==> src/rtl/pf_ddr4_dqsw_training_ctrl.sv <==
// pf_ddr4_dqsw_training_ctrl
//   DQS write-leveling tap search for one DDR4 byte lane. Restores the IOD
//   delay line to tap 0, then at each tap sends SAMPLE_COUNT DQS pulses,
//   majority-votes the DQ feedback, and steps the tap until the first 0->1
//   transition is found. That tap is reported in TAP_RESULT.
//
//   Ports:
//     FAB_CLK, RESET                 fabric clock, async active-high reset
//     TRAIN_START                    one-cycle start pulse (accepted in IDLE)
//     TRAIN_BUSY/DONE/FAIL           status; DONE and FAIL are sticky
//     TAP_RESULT[7:0]                tap of the 0->1 transition, 0 after FAIL
//     TX_DATA_0/OE_DATA_0[1:0]       DQS pattern and output enable to the IOD
//     RX_DATA_0[1:0]                 DQ feedback, bit 0 used
//     DELAY_LINE_LOAD_0/MOVE_0       one-cycle delay-line control pulses
//     DELAY_LINE_DIRECTION_0         always 0 (increment)
//     DELAY_LINE_OUT_OF_RANGE_0      IOD overflow, aborts training
//
//   Optional build macro PF_DDR4_DQSW_PULSE_CNT_EN adds PULSE_COUNT[15:0], a
//   saturating count of PULSE cycles since the last accepted start.
//
//   state   | meaning
//   IDLE    | waiting for TRAIN_START
//   LOAD    | DELAY_LINE_LOAD_0 pulse, restore tap 0
//   SETTLE  | wait SETTLE_CYCLES after load/move
//   PULSE   | drive one DQS pulse
//   WAIT_RX | wait RX_LATENCY for feedback
//   SAMPLE  | accumulate RX_DATA_0[0]
//   DECIDE  | majority vote, phase update
//   STEP    | move one tap or give up at the last tap
//   DONE    | transition found
//   FAIL    | search exhausted or out of range
module pf_ddr4_dqsw_training_ctrl #(
    parameter int SETTLE_CYCLES = 16,
    parameter int RX_LATENCY    = 4,
    parameter int SAMPLE_COUNT  = 8,
    parameter int MAX_TAPS      = 128
) (
    input  logic       FAB_CLK,
    input  logic       RESET,
    input  logic       TRAIN_START,
    output logic       TRAIN_BUSY,
    output logic       TRAIN_DONE,
    output logic       TRAIN_FAIL,
    output logic [7:0] TAP_RESULT,
    output logic [1:0] TX_DATA_0,
    output logic [1:0] OE_DATA_0,
    input  logic [1:0] RX_DATA_0,
    output logic       DELAY_LINE_LOAD_0,
    output logic       DELAY_LINE_MOVE_0,
    output logic       DELAY_LINE_DIRECTION_0,
    input  logic       DELAY_LINE_OUT_OF_RANGE_0
`ifdef PF_DDR4_DQSW_PULSE_CNT_EN
    ,
    output logic [15:0] PULSE_COUNT
`endif
);

    localparam int TMR_W = 16;
    localparam int CNT_W = $clog2(SAMPLE_COUNT + 1);
    localparam logic [TMR_W-1:0] SETTLE_LD = TMR_W'(SETTLE_CYCLES - 1);
    localparam logic [TMR_W-1:0] RX_LD     = TMR_W'(RX_LATENCY - 1);
    localparam logic [CNT_W-1:0] SMP_N     = CNT_W'(SAMPLE_COUNT);
    localparam logic [CNT_W-1:0] SMP_HALF  = CNT_W'(SAMPLE_COUNT / 2);
    localparam logic [7:0]       LAST_TAP  = 8'(MAX_TAPS - 1);

    typedef enum logic [3:0] {
        IDLE, LOAD, SETTLE, PULSE, WAIT_RX, SAMPLE, DECIDE, STEP, DONE, FAIL
    } state_t;

    state_t             state_q, state_d;
    logic [TMR_W-1:0]   timer_q, timer_d;
    logic [7:0]         tap_q, tap_d;
    logic [CNT_W-1:0]   ones_q, ones_d;
    logic [CNT_W-1:0]   pcnt_q, pcnt_d;
    logic               phase_q, phase_d;
    logic               done_q, done_d;
    logic               fail_q, fail_d;
    logic [7:0]         tres_q, tres_d;
    logic               busy_q, busy_d;
    logic [1:0]         tx_q, tx_d;
    logic [1:0]         oe_q, oe_d;
    logic               load_q, load_d;
    logic               move_q, move_d;
    logic               unused_rx;

    assign unused_rx = RX_DATA_0[1];

    always_comb begin
        state_d = state_q;
        timer_d = timer_q;
        tap_d   = tap_q;
        ones_d  = ones_q;
        pcnt_d  = pcnt_q;
        phase_d = phase_q;
        done_d  = done_q;
        fail_d  = fail_q;
        tres_d  = tres_q;
        move_d  = 1'b0;
        case (state_q)
            IDLE: begin
                if (TRAIN_START) begin
                    state_d = LOAD;
                    done_d  = 1'b0;
                    fail_d  = 1'b0;
                    tap_d   = '0;
                    phase_d = 1'b0;
                    tres_d  = '0;
                    ones_d  = '0;
                    pcnt_d  = '0;
                end
            end
            LOAD: begin
                state_d = SETTLE;
                timer_d = SETTLE_LD;
            end
            SETTLE: begin
                if (timer_q == '0) state_d = PULSE;
                else               timer_d = timer_q - 1'b1;
            end
            PULSE: begin
                state_d = WAIT_RX;
                timer_d = RX_LD;
            end
            WAIT_RX: begin
                if (timer_q == '0) state_d = SAMPLE;
                else               timer_d = timer_q - 1'b1;
            end
            SAMPLE: begin
                ones_d  = ones_q + CNT_W'(RX_DATA_0[0]);
                pcnt_d  = pcnt_q + 1'b1;
                state_d = (pcnt_d < SMP_N) ? PULSE : DECIDE;
            end
            DECIDE: begin
                // A tie (ones == half) votes 0.
                if (!phase_q) begin
                    if (ones_q <= SMP_HALF) phase_d = 1'b1;
                    state_d = STEP;
                end else if (ones_q > SMP_HALF) begin
                    tres_d  = tap_q;
                    state_d = DONE;
                end else begin
                    state_d = STEP;
                end
            end
            STEP: begin
                if (tap_q == LAST_TAP) begin
                    state_d = FAIL;
                end else begin
                    // The move pulse coincides with the first SETTLE cycle.
                    move_d  = 1'b1;
                    tap_d   = tap_q + 1'b1;
                    ones_d  = '0;
                    pcnt_d  = '0;
                    timer_d = SETTLE_LD;
                    state_d = SETTLE;
                end
            end
            DONE:    state_d = IDLE;
            FAIL:    state_d = IDLE;
            default: state_d = IDLE;
        endcase

        // Range overflow overrides everything; FAIL is already terminal.
        if (DELAY_LINE_OUT_OF_RANGE_0 && state_q != IDLE && state_q != FAIL) begin
            state_d = FAIL;
            move_d  = 1'b0;
            tap_d   = tap_q;
        end

        if (state_d == DONE) done_d = 1'b1;
        if (state_d == FAIL) begin
            fail_d = 1'b1;
            tres_d = '0;
        end
        busy_d = (state_d != IDLE);
        tx_d   = (state_d == PULSE) ? 2'b01 : 2'b00;
        oe_d   = (state_d == PULSE) ? 2'b11 : 2'b00;
        load_d = (state_d == LOAD);
    end

    always_ff @(posedge FAB_CLK or posedge RESET) begin
        if (RESET) begin
            state_q <= IDLE;
            timer_q <= '0;
            tap_q   <= '0;
            ones_q  <= '0;
            pcnt_q  <= '0;
            phase_q <= 1'b0;
            done_q  <= 1'b0;
            fail_q  <= 1'b0;
            tres_q  <= '0;
            busy_q  <= 1'b0;
            tx_q    <= '0;
            oe_q    <= '0;
            load_q  <= 1'b0;
            move_q  <= 1'b0;
        end else begin
            state_q <= state_d;
            timer_q <= timer_d;
            tap_q   <= tap_d;
            ones_q  <= ones_d;
            pcnt_q  <= pcnt_d;
            phase_q <= phase_d;
            done_q  <= done_d;
            fail_q  <= fail_d;
            tres_q  <= tres_d;
            busy_q  <= busy_d;
            tx_q    <= tx_d;
            oe_q    <= oe_d;
            load_q  <= load_d;
            move_q  <= move_d;
        end
    end

`ifdef PF_DDR4_DQSW_PULSE_CNT_EN
    logic [15:0] pcount_q, pcount_d;

    always_comb begin
        pcount_d = pcount_q;
        if (state_q == IDLE && TRAIN_START)
            pcount_d = '0;
        else if (state_q == PULSE && pcount_q != 16'hFFFF)
            pcount_d = pcount_q + 16'd1;
    end

    always_ff @(posedge FAB_CLK or posedge RESET) begin
        if (RESET) pcount_q <= '0;
        else       pcount_q <= pcount_d;
    end

    assign PULSE_COUNT = pcount_q;
`endif

    assign TRAIN_BUSY             = busy_q;
    assign TRAIN_DONE             = done_q;
    assign TRAIN_FAIL             = fail_q;
    assign TAP_RESULT             = tres_q;
    assign TX_DATA_0              = tx_q;
    assign OE_DATA_0              = oe_q;
    assign DELAY_LINE_LOAD_0      = load_q;
    assign DELAY_LINE_MOVE_0      = move_q;
    assign DELAY_LINE_DIRECTION_0 = 1'b0;

endmodule

==> config.mk <==
export PLATFORM = sky130hd
export DESIGN_NAME = pf_ddr4_dqsw_training_ctrl
export DESIGN_NICKNAME = d
export VERILOG_FILES = /design/src/rtl/pf_ddr4_dqsw_training_ctrl.sv
export SDC_FILE = /design/constraint.sdc
export NUM_CORES = 1
export LEC_CHECK = 0
export CAP_MARGIN = 0
export CORE_ASPECT_RATIO = 0.5
export CORE_UTILIZATION = 57
export CTS_BUF_LIST = sky130_fd_sc_hd__clkbuf_16
export DETAILED_ROUTE_END_ITERATION = 7
export PLACE_DENSITY = 0.91
export RECOVER_POWER = 100
export SLEW_MARGIN = 10
export SYNTH_ARGS = -nofsm -noshare
export SYNTH_HDL_FRONTEND = slang
export SYNTH_SLANG_ARGS = --single-unit
==> constraint.sdc <==
create_clock -name FAB_CLK -period 2.4 [get_ports FAB_CLK]
set_input_delay 0.36 -clock FAB_CLK [delete_from_list [all_inputs] [get_ports FAB_CLK]]
set_output_delay 0.36 -clock FAB_CLK [all_outputs]
set_load 0.01 [all_outputs]
# ---- Yosys cells after proc, flatten, opt, wreduce, memory -nomap -nowiden
# Index checks and enable logic that the tools add are counted.
dict set report classes {
  addsub 4
  n_lt_le_gt_ge 3
  eq_ne 19
  n_mux 35
  bitwise_logic 1
  n_reduce_logical 23
}
# operator n
set ops {}
lappend ops {{16-bit case mux with 4 select lines} 1}
lappend ops {{8-bit two-way mux} 5}
lappend ops {{4-bit two-way mux} 9}
lappend ops {{16-bit two-way mux} 2}
lappend ops {{4-bit case mux with 8 select lines} 1}
lappend ops {{8-bit case mux with 2 select lines} 2}
lappend ops {{4-bit case mux with 3 select lines} 2}
lappend ops {{4-bit by 3-bit == test with 1-bit output (second input constant)} 4}
lappend ops {{16-bit logical NOT} 1}
lappend ops {{16-bit by 1-bit subtractor with 16-bit output (second input constant)} 1}
lappend ops {{4-bit by 2-bit == test with 1-bit output (second input constant)} 3}
lappend ops {{2-bit nonzero test} 6}
lappend ops {{4-bit nonzero test} 3}
lappend ops {{1-bit two-way mux} 10}
lappend ops {{3-bit != test (second input constant)} 3}
lappend ops {{8-bit by 1-bit adder with 8-bit output (second input constant)} 1}
lappend ops {{4-bit by 1-bit == test with 1-bit output (second input constant)} 2}
lappend ops {{4-bit == test (second input constant)} 2}
lappend ops {{8-bit by 7-bit == test with 1-bit output (second input constant)} 1}
lappend ops {{4-bit AND reduction} 2}
lappend ops {{2-bit != test (second input constant)} 3}
lappend ops {{2-bit AND reduction} 3}
lappend ops {{3-bit AND reduction} 2}
lappend ops {{3-bit nonzero test} 2}
lappend ops {{other kinds (13)} 14}
dict set report totals {
  reg_bits 53
  inputBits 6
  out_inout_bits 18
  wordCells 99
}

# ---- Depth between registers and ports, before layout
# Gate-level depths: netlist (run 1).
dict set report depth {
  word_depth 8
  depth_mapped 7
  depth_no_buf 7
}

# ---- Least setup slack after synthesis (run 1)
# OpenSTA, ideal clock, no wires.
dict set report synth_timing {
  path_type {register to register}
  startpoint {reg timer_q[5]}
  endpoint {reg timer_q[12]}
  setup_ps 78
  arrival_ps 1893
  required_ps 2322
  slack_ps 428
  path_stages_with_launch 6
  path_buffers 0
  synth_period_minus_slack_ps 1972
  cell_sequence {dfrtp_1 > or4_4 > nor4_4 > nand2b_2 > or4b_1 > a21oi_1}
}
dict set report synth_via {
  elab_chain_cells 3
  word_cells_on_any_way 6
  classes_between {add/sub (1); eq/ne (1); mux (2); reduce/logical (2)}
}
# element line_no
set synth_lines {}
lappend synth_lines {{start, declared} 71} ;# logic [TMR_W-1:0] timer_q, timer_d;
lappend synth_lines {{start signal, assigned} 199} ;# timer_q <= timer_d;
lappend synth_lines {{16-bit by 1-bit subtractor with 16-bit output / 16-bit logical NOT (equally long branches)} --}
lappend synth_lines {{16-bit two-way mux / 2-bit != test (equally long branches)} --}
lappend synth_lines {{16-bit case mux with 4 select lines / 3-bit AND reduction (equally long branches)} --}
# Parallel ways exist; a longest one is shown, timed or not. The select of a mux whose other input is x is not followed.
# A chain may end at the register's enable or synchronous reset.

# ---- Worst setup path after layout (run 1)
dict set report layout_timing {
  startpoint {reg state_q[1]}
  endpoint {reg tres_q[0] (netlist: TAP_RESULT[0])}
}
dict set report layout_via {
  elab_chain_cells 7
  word_cells_on_any_way 25
  classes_between {eq/ne (12); mux (7); reduce/logical (6)}
}
# element line_no
set layout_lines {}
lappend layout_lines {{start, declared} 70} ;# state_t state_q, state_d;
lappend layout_lines {{start signal, assigned} 198} ;# state_q <= state_d;
lappend layout_lines {{branches (longest 7 deep; another with 4-bit case mux with 8 select lines)} --}
lappend layout_lines {{end signal, assigned} 206} ;# tres_q <= tres_d;
lappend layout_lines {{end, declared} 78} ;# logic [7:0] tres_q, tres_d;
# Parallel ways; which one is timed is not known.

==> metrics, run 1 <==
top cells by area, synth=dfrtp_1 (46%), mux2i_1 (4.7%), nand2_1 (3.5%), nor2_1 (3.3%), a21oi_1 (2.7%); hold crit path type=reg -> reg; clock slew at the register clock pins of the worst setup and hold paths=roughly 70 ps; CP cell instances=nor4b_1, nand2b_1, inv_1, or3_1, clkbuf_1, nor2_1; Antenna diodes=0; max_cap viols=0; Core ar.=roughly 4500 µm²; H-Tree Depth=2; fmax=between 0.4 and 0.5 GHz; Async SR Flop Fraction=between 90% and 100%; clk_lat worst skew=around 290 ps; status=completed; CTS tree=done; Net count, final=318; Max rail drop VDD=between 0.5 and 0.6 mV; Pwr Density=approximately 930 nW/µm²; Leak Pwr=about 1.5 nW; Synth Flop Type=dfrtp_1; Clock Skews=roughly 5.4 ps; Worst setup SP type=flop; die area=between 5000 and 6000 µm²; Critical Path End Type=flop; setup TNS=0 ps; register area share after synthesis=between 40% and 50%; initial core utilization=roughly 61%; I/O Pins=24; Slew @ Worst Pin=~800 ps; Detail Route Antenna Nets=0; dominant cell type by area after synthesis=dfrtp_1; share of cells above drive strength 1=7.843%; Max stage delay on crit path=between 500 and 600 ps; Worst setup startpoint=state_q[1]$_DFF_PP0_; Final GP Congestion=0.8628; vias in the first global route=2300; Worst Path Required=approximately 2600 ps; unrepaired setup endpoints after global routing=no; Final Cycle Share=a little over nine tenths; CP max-delay cell=dfrtp_1; Max Slew Vio Count=0; detailed-route wire length=~6.2 mm; Detailed Routing Iterations Pass 1=5; commonest non-fill, non-tap cells in the layout=dfrtp_1 (51), nand2_1 (26), nor2_1 (24); # port buffers=20; Post-CTS Setup Bufs=0; Die H=51.26 µm; Hold Vio Cnt, Final=0; antenna violations before repair=0; Synth cell types=54; global-route wire length before repair=10.66 mm; crit path max fanout=14; gr usage total=a little over a quarter; EDFF count, synth=0; Rel. slew slack=a little under half; crit path time final=between 2000 and 2500 ps; Layout area overhead=15.83%; Synth top area share=46.13%; CTS Buf Count=5; pin count of the biggest net entering global routing=30; CTS max path bufs=2; Clock Sinks=a little over 50; synthesized area per cell=slightly below 10 µm²; Setup-failing EPs final=0; HPWL after detailed placement=between 4 and 5 mm; power after layout=approximately 3 mW; Root Buffer=clkbuf_16; GRT Residual Overflow=0; Routed WL per cell=about 17 µm; Util after Layout=70.73%; Initial DRC Count=172; DRC viols=0; # hold bufs at CTS=0; # rows=17; synth warn=0; CP Class=reg -> reg; synthesized area=approximately 2800 µm²; Die X=slightly above 100 µm; DR vias=2323; Yosys reg bits=just over 50; vias per cell=~6.2; Gate Count Post-Synth=between 200 and 300; r2r startpoint=state_q[1]$_DFF_PP0_; commonest non-fill, non-tap cell in the layout=dfrtp_1; hold_sp=TRAIN_FAIL$_DFFE_PP0P_; CP arrival=between 2000 and 2500 ps; post-cts repair resize count=0
[synthesized netlist by cell type (2+ instances only)]
library cell and number:
o21ai_0 9, nor4_1 7, or4b_1 2, nor2b_1 3, nand4b_1 2, nand4_1 3
buf_4 4, nor2_1 24, nor4b_1 4, buf_2 7, ha_1 6, nand3_1 6
mux2i_1 13, a22o_1 2, xor2_1 4, o21a_1 3, a21o_1 3, nand2b_1 8
o31a_1 3, xnor2_1 6, nor3_1 9, inv_1 7, dfrtp_1 51, or3_1 4
and3_1 2, or4_1 8, nand4bb_1 2, o31ai_1 9, o41ai_1 3, nand2_1 26
a31oi_1 2, a21oi_1 15, clkbuf_1 3
[final cells by class]
| type | count | area [µm²] |
|---|---|---|
| sequential | 51 | 1276 |
| tap | 66 | 82.58 |
| inverter | 8 | 30.03 |
| clock inverter | 2 | 37.54 |
| multi-input combinational | 209 | 1388 |
| timing repair buffer | 31 | 265.3 |
| clock buffer | 5 | 125.1 |
| fill | 313 | 1326 |
[cells by family after synthesis]
group           after synthesis  synth area share [%]
other cells                   1                0.1356
buf+inv                      22                 3.844
fa+ha+maj                     6                 2.714
compound gates               55                 13.16
flops                        51                 46.13
mux                          14                 5.111
xor+xnor                     10                 3.166
simple gates                122                 25.74
[through the flow]
step / hold slack, ps / setup WS, ps / cell area (µm²) / std cells
floorplan: 477.6 / 428.3 / 2770 / 282
CTS: 432.6 / 150.6 / 3234 / 372
global route: 515.5 / 11.15 / 3204 / 372
global placement: 463.7 / 88.94 / 3072 / 365
finish: 474.7 / 125.7 / 3204 / 372
detailed placement: 467.6 / 12.57 / 3072 / 365
[sequential cells by signal, summed over array words and instances, names as in the netlist]
| signal | flops |
|---|---|
| TRAIN_FAIL | 1 |
| timer_q | 16 |
| DELAY_LINE_LOAD_0 | 1 |
| state_q | 4 |
| TRAIN_DONE | 1 |
| TRAIN_BUSY | 1 |
| phase_q | 1 |
| tap_q | 8 |
| pcnt_q | 4 |
| DELAY_LINE_MOVE_0 | 1 |
| TAP_RESULT | 8 |
| ones_q | 4 |
| OE_DATA_0 | 1 |
[where the power goes]
| part | switching [mW] | leakage, nW | internal [mW] |
|---|---|---|---|
| Clock | 0.307 | 0.0759 | 0.486 |
| Sequential | 0.176 | 0.679 | 0.980 |
| Combinational | 0.651 | 0.720 | 0.391 |
[final timing paths]
path	end	slack, ps	cells after the start
max	TAP_RESULT[0]$_DFFE_PP0P_	130	6
min	TRAIN_FAIL$_DFFE_PP0P_	470	2
max reg2reg	TAP_RESULT[0]$_DFFE_PP0P_	130	6
min reg2reg	TRAIN_FAIL$_DFFE_PP0P_	470	2
max in group asynchronous	timer_q[10]$_DFFE_PP0P_	550	3
min in group asynchronous	TAP_RESULT[5]$_DFFE_PP0P_	670	2
[critical path: cells and delay by family, from the launching register on]
kind	cells	cell delay, ps
buffers and inverters	2	590
AND/OR/NAND/NOR	4	1020
flip-flops	1	540
[layer usage]
metal  share of wire [%]  up-vias  GRT usage [%]
li1                    -     1084              -
met1                  42     1109          33.90
met2                  49       98          44.86
met3                 6.3       32          7.250
met4                 3.3        0          14.98
met5                   0        -              0
(Power assumes the default switching activity.)
==> inputs of run 2 (changes only) <==
Settings changed: ABC_AREA set to 1, PLACE_DENSITY 0.91 to 0.9.
==> metrics, run 2 <==
CP max-delay cell=nor2_1; fill count=385; Pwr Density=about 1100 nW/µm²; Root Buffer=clkbuf_16; Slew @ Worst Pin=1222 ps; die area=about 5600 µm²; post-cts repair resize count=0; CP cell instances=inv_1, nand2_1, nor2_1, nand3_1, nand2_1, nor2_1, nand3_2, nand3_4, nand2_1, inv_1; synthesized area=roughly 3000 µm²; most used cell, CP=nand2_1; Largest delay share family, worst path=simple AND/OR/NAND/NOR gates; commonest non-fill, non-tap cells in the layout=nand2_1 (92), nor2_1 (62), dfrtp_1 (51); Detail Route Antenna Nets=0; Detailed Routing Iterations Pass 1=4; global-route wire length before repair=9.901 mm; pin count of the biggest net entering global routing=52; Util after Layout=about 67%; register area=approximately 1300 µm²; Net count, final=412; commonest non-fill, non-tap cell in the layout=nand2_1; H-Tree Depth=2; Core ar.=~5000 µm²; Setup WS post-layout=roughly 400 ps; Hold Vio Cnt, Final=0; Post-CTS Setup Bufs=0; register area share after synthesis=between 40% and 50%; clk_lat worst skew=300 ps; Worst setup startpoint=state_q[3]$_DFF_PP0_; Synth Flop Type=dfrtp_1; area of the multi-input gates=between 1000 and 1500 µm²; hold crit path type=reg -> reg; Setup-failing EPs final=0; Synth top area share=42.62%; unrepaired setup endpoints after global routing=no; Max rail drop VDD=about 0.75 mV; Synth cell types=38; Rel. slew slack=18.56%; dominant cell type by area after synthesis=dfrtp_1; Yosys reg bits=between 50 and 60; detailed-route wire length=a little over 6 mm; Worst Path Required=around 2600 ps; clock slew at the register clock pins of the worst setup and hold paths=approximately 80 ps; crit path time final=around 2000 ps; gr usage total=23.56%; largest reg by FF count=timer_q; Leak Pwr=1.711 nW; Largest register FFs=16; Initial DRC Count=73; HPWL after detailed placement=~4.3 mm; r2r startpoint=state_q[3]$_DFF_PP0_; synthesized area per cell=between 7 and 8 µm²; Final Cycle Share=between 80 and 90%; Antenna diodes=0; top cells by area, synth=dfrtp_1 (43%), nand2_1 (11%), nor2_1 (7.4%), inv_1 (4.4%), nand3_1 (4.2%); setup TNS=0 ps; max_cap viols=0; Worst setup SP type=flop; hold_sp=TRAIN_FAIL$_DFFE_PP0P_; CP Class=reg -> reg; Die H=around 53 µm; most common cell in the synthesized netlist=nand2_1; Die X=between 100 and 150 µm; vias per cell=about 5.3; Async SR Flop Fraction=100.0%; Synth top cells by count=nand2_1 (90), nor2_1 (59), dfrtp_1 (51), inv_1 (35), nand3_1 (25); Gate Count Post-Synth=378; Max stage delay on crit path=480 ps; Max Slew Vio Count=0; I/O Pins=24; CTS max path bufs=2; GRT Residual Overflow=0; share of cells above drive strength 1=under 10%; Place WS=~590 ps; status=completed; Critical Path End Type=flop; CP arrival=approximately 2200 ps; DR vias=2497; Routed WL per cell=about 13 µm; # port buffers=20; CTS Buf Count=5; power after layout=~3.6 mW; EDFF count, synth=0; DRC viols=0; Clock Sinks=a little over 50; antenna violations before repair=0; vias in the first global route=about 2300; synth warn=0; Layout area overhead=11.99%; # hold bufs at CTS=0; Final GP Congestion=between 0.8 and 0.9; WP buf/inv=2; # rows=18; Clock Skews=between 10 and 15 ps; CTS tree=done; crit path max fanout=9; fmax=around 0.5 GHz; initial core utilization=between 60% and 70%
==> run 2: cell families (layout without fill, tap and decap cells) <==
group / count (synthesis) / in the layout / synth area share [%]
AO/OA/AOI/OAI: 49 / 49 / 10.61
other: 1 / 2 / 0.1252
flip-flops: 51 / 51 / 42.62
AND/OR/NAND/NOR: 210 / 210 / 33.35
adder cells (fa/ha/maj): 6 / 6 / 2.507
XOR/XNOR: 12 / 12 / 3.510
buffers and inverters: 49 / 71 / 7.271
==> run 2: layout make-up <==
| type | instances | area share, % |
|---|---|---|
| flip-flops and latches | 51 | 38.06 |
| multi-input cells | 279 | 43.92 |
| clock buffers | 5 | 3.731 |
| inverters | 41 | 4.590 |
| well taps | 70 | 2.612 |
| clock inverters | 3 | 0.7463 |
| repair buffers | 22 | 6.343 |
==> run 2: final timing paths <==
kind                                              to  slack (ps)  cells past startpoint
max                        TAP_RESULT[1]$_DFFE_PP0P_         400                     10
min                           TRAIN_FAIL$_DFFE_PP0P_         490                      2
max reg2reg                TAP_RESULT[1]$_DFFE_PP0P_         400                     10
min reg2reg                   TRAIN_FAIL$_DFFE_PP0P_         490                      2
max in group asynchronous      pcnt_q[3]$_DFFE_PP0P_         770                      3
min in group asynchronous     OE_DATA_0[0]$_DFF_PP0_         890                      3
==> run 2: power breakdown <==
part           switching (mW)  total [mW]  internal (mW)
Sequential              0.149        1.21           1.07
Combinational            1.08        1.65          0.570
Clock                   0.347       0.742          0.395
Total                    1.58        3.61           2.03
==> run 2: metrics by stage <==
| step | hold slack [ps] | area [µm²] | std cells |
|---|---|---|---|
| after detailed placement | 474.2 | 3249 | 463 |
| final | 491.4 | 3353 | 471 |
| after floorplan | 480.8 | 2998 | 379 |
| after global routing | 515.4 | 3353 | 471 |
| after global placement | 468.6 | 3249 | 463 |
| after CTS | 427.7 | 3400 | 471 |
==> run 2: layer usage <==
layer | wire (µm) | up-vias | GRT usage [%]
met5 | 0 | - | 0
met4 | 146 | 0 | 11.19
met3 | 183 | 13 | 5.172
li1 | - | 1260 | -
met2 | 2993 | 40 | 43.93
met1 | 2733 | 1184 | 26.68
==> run 2: tightest hold or removal path: cells and delay by family (launching register included) <==
| kind | cells | cell delay, ps |
|---|---|---|
| flops | 1 | 350 |
| simple gates | 2 | 120 |
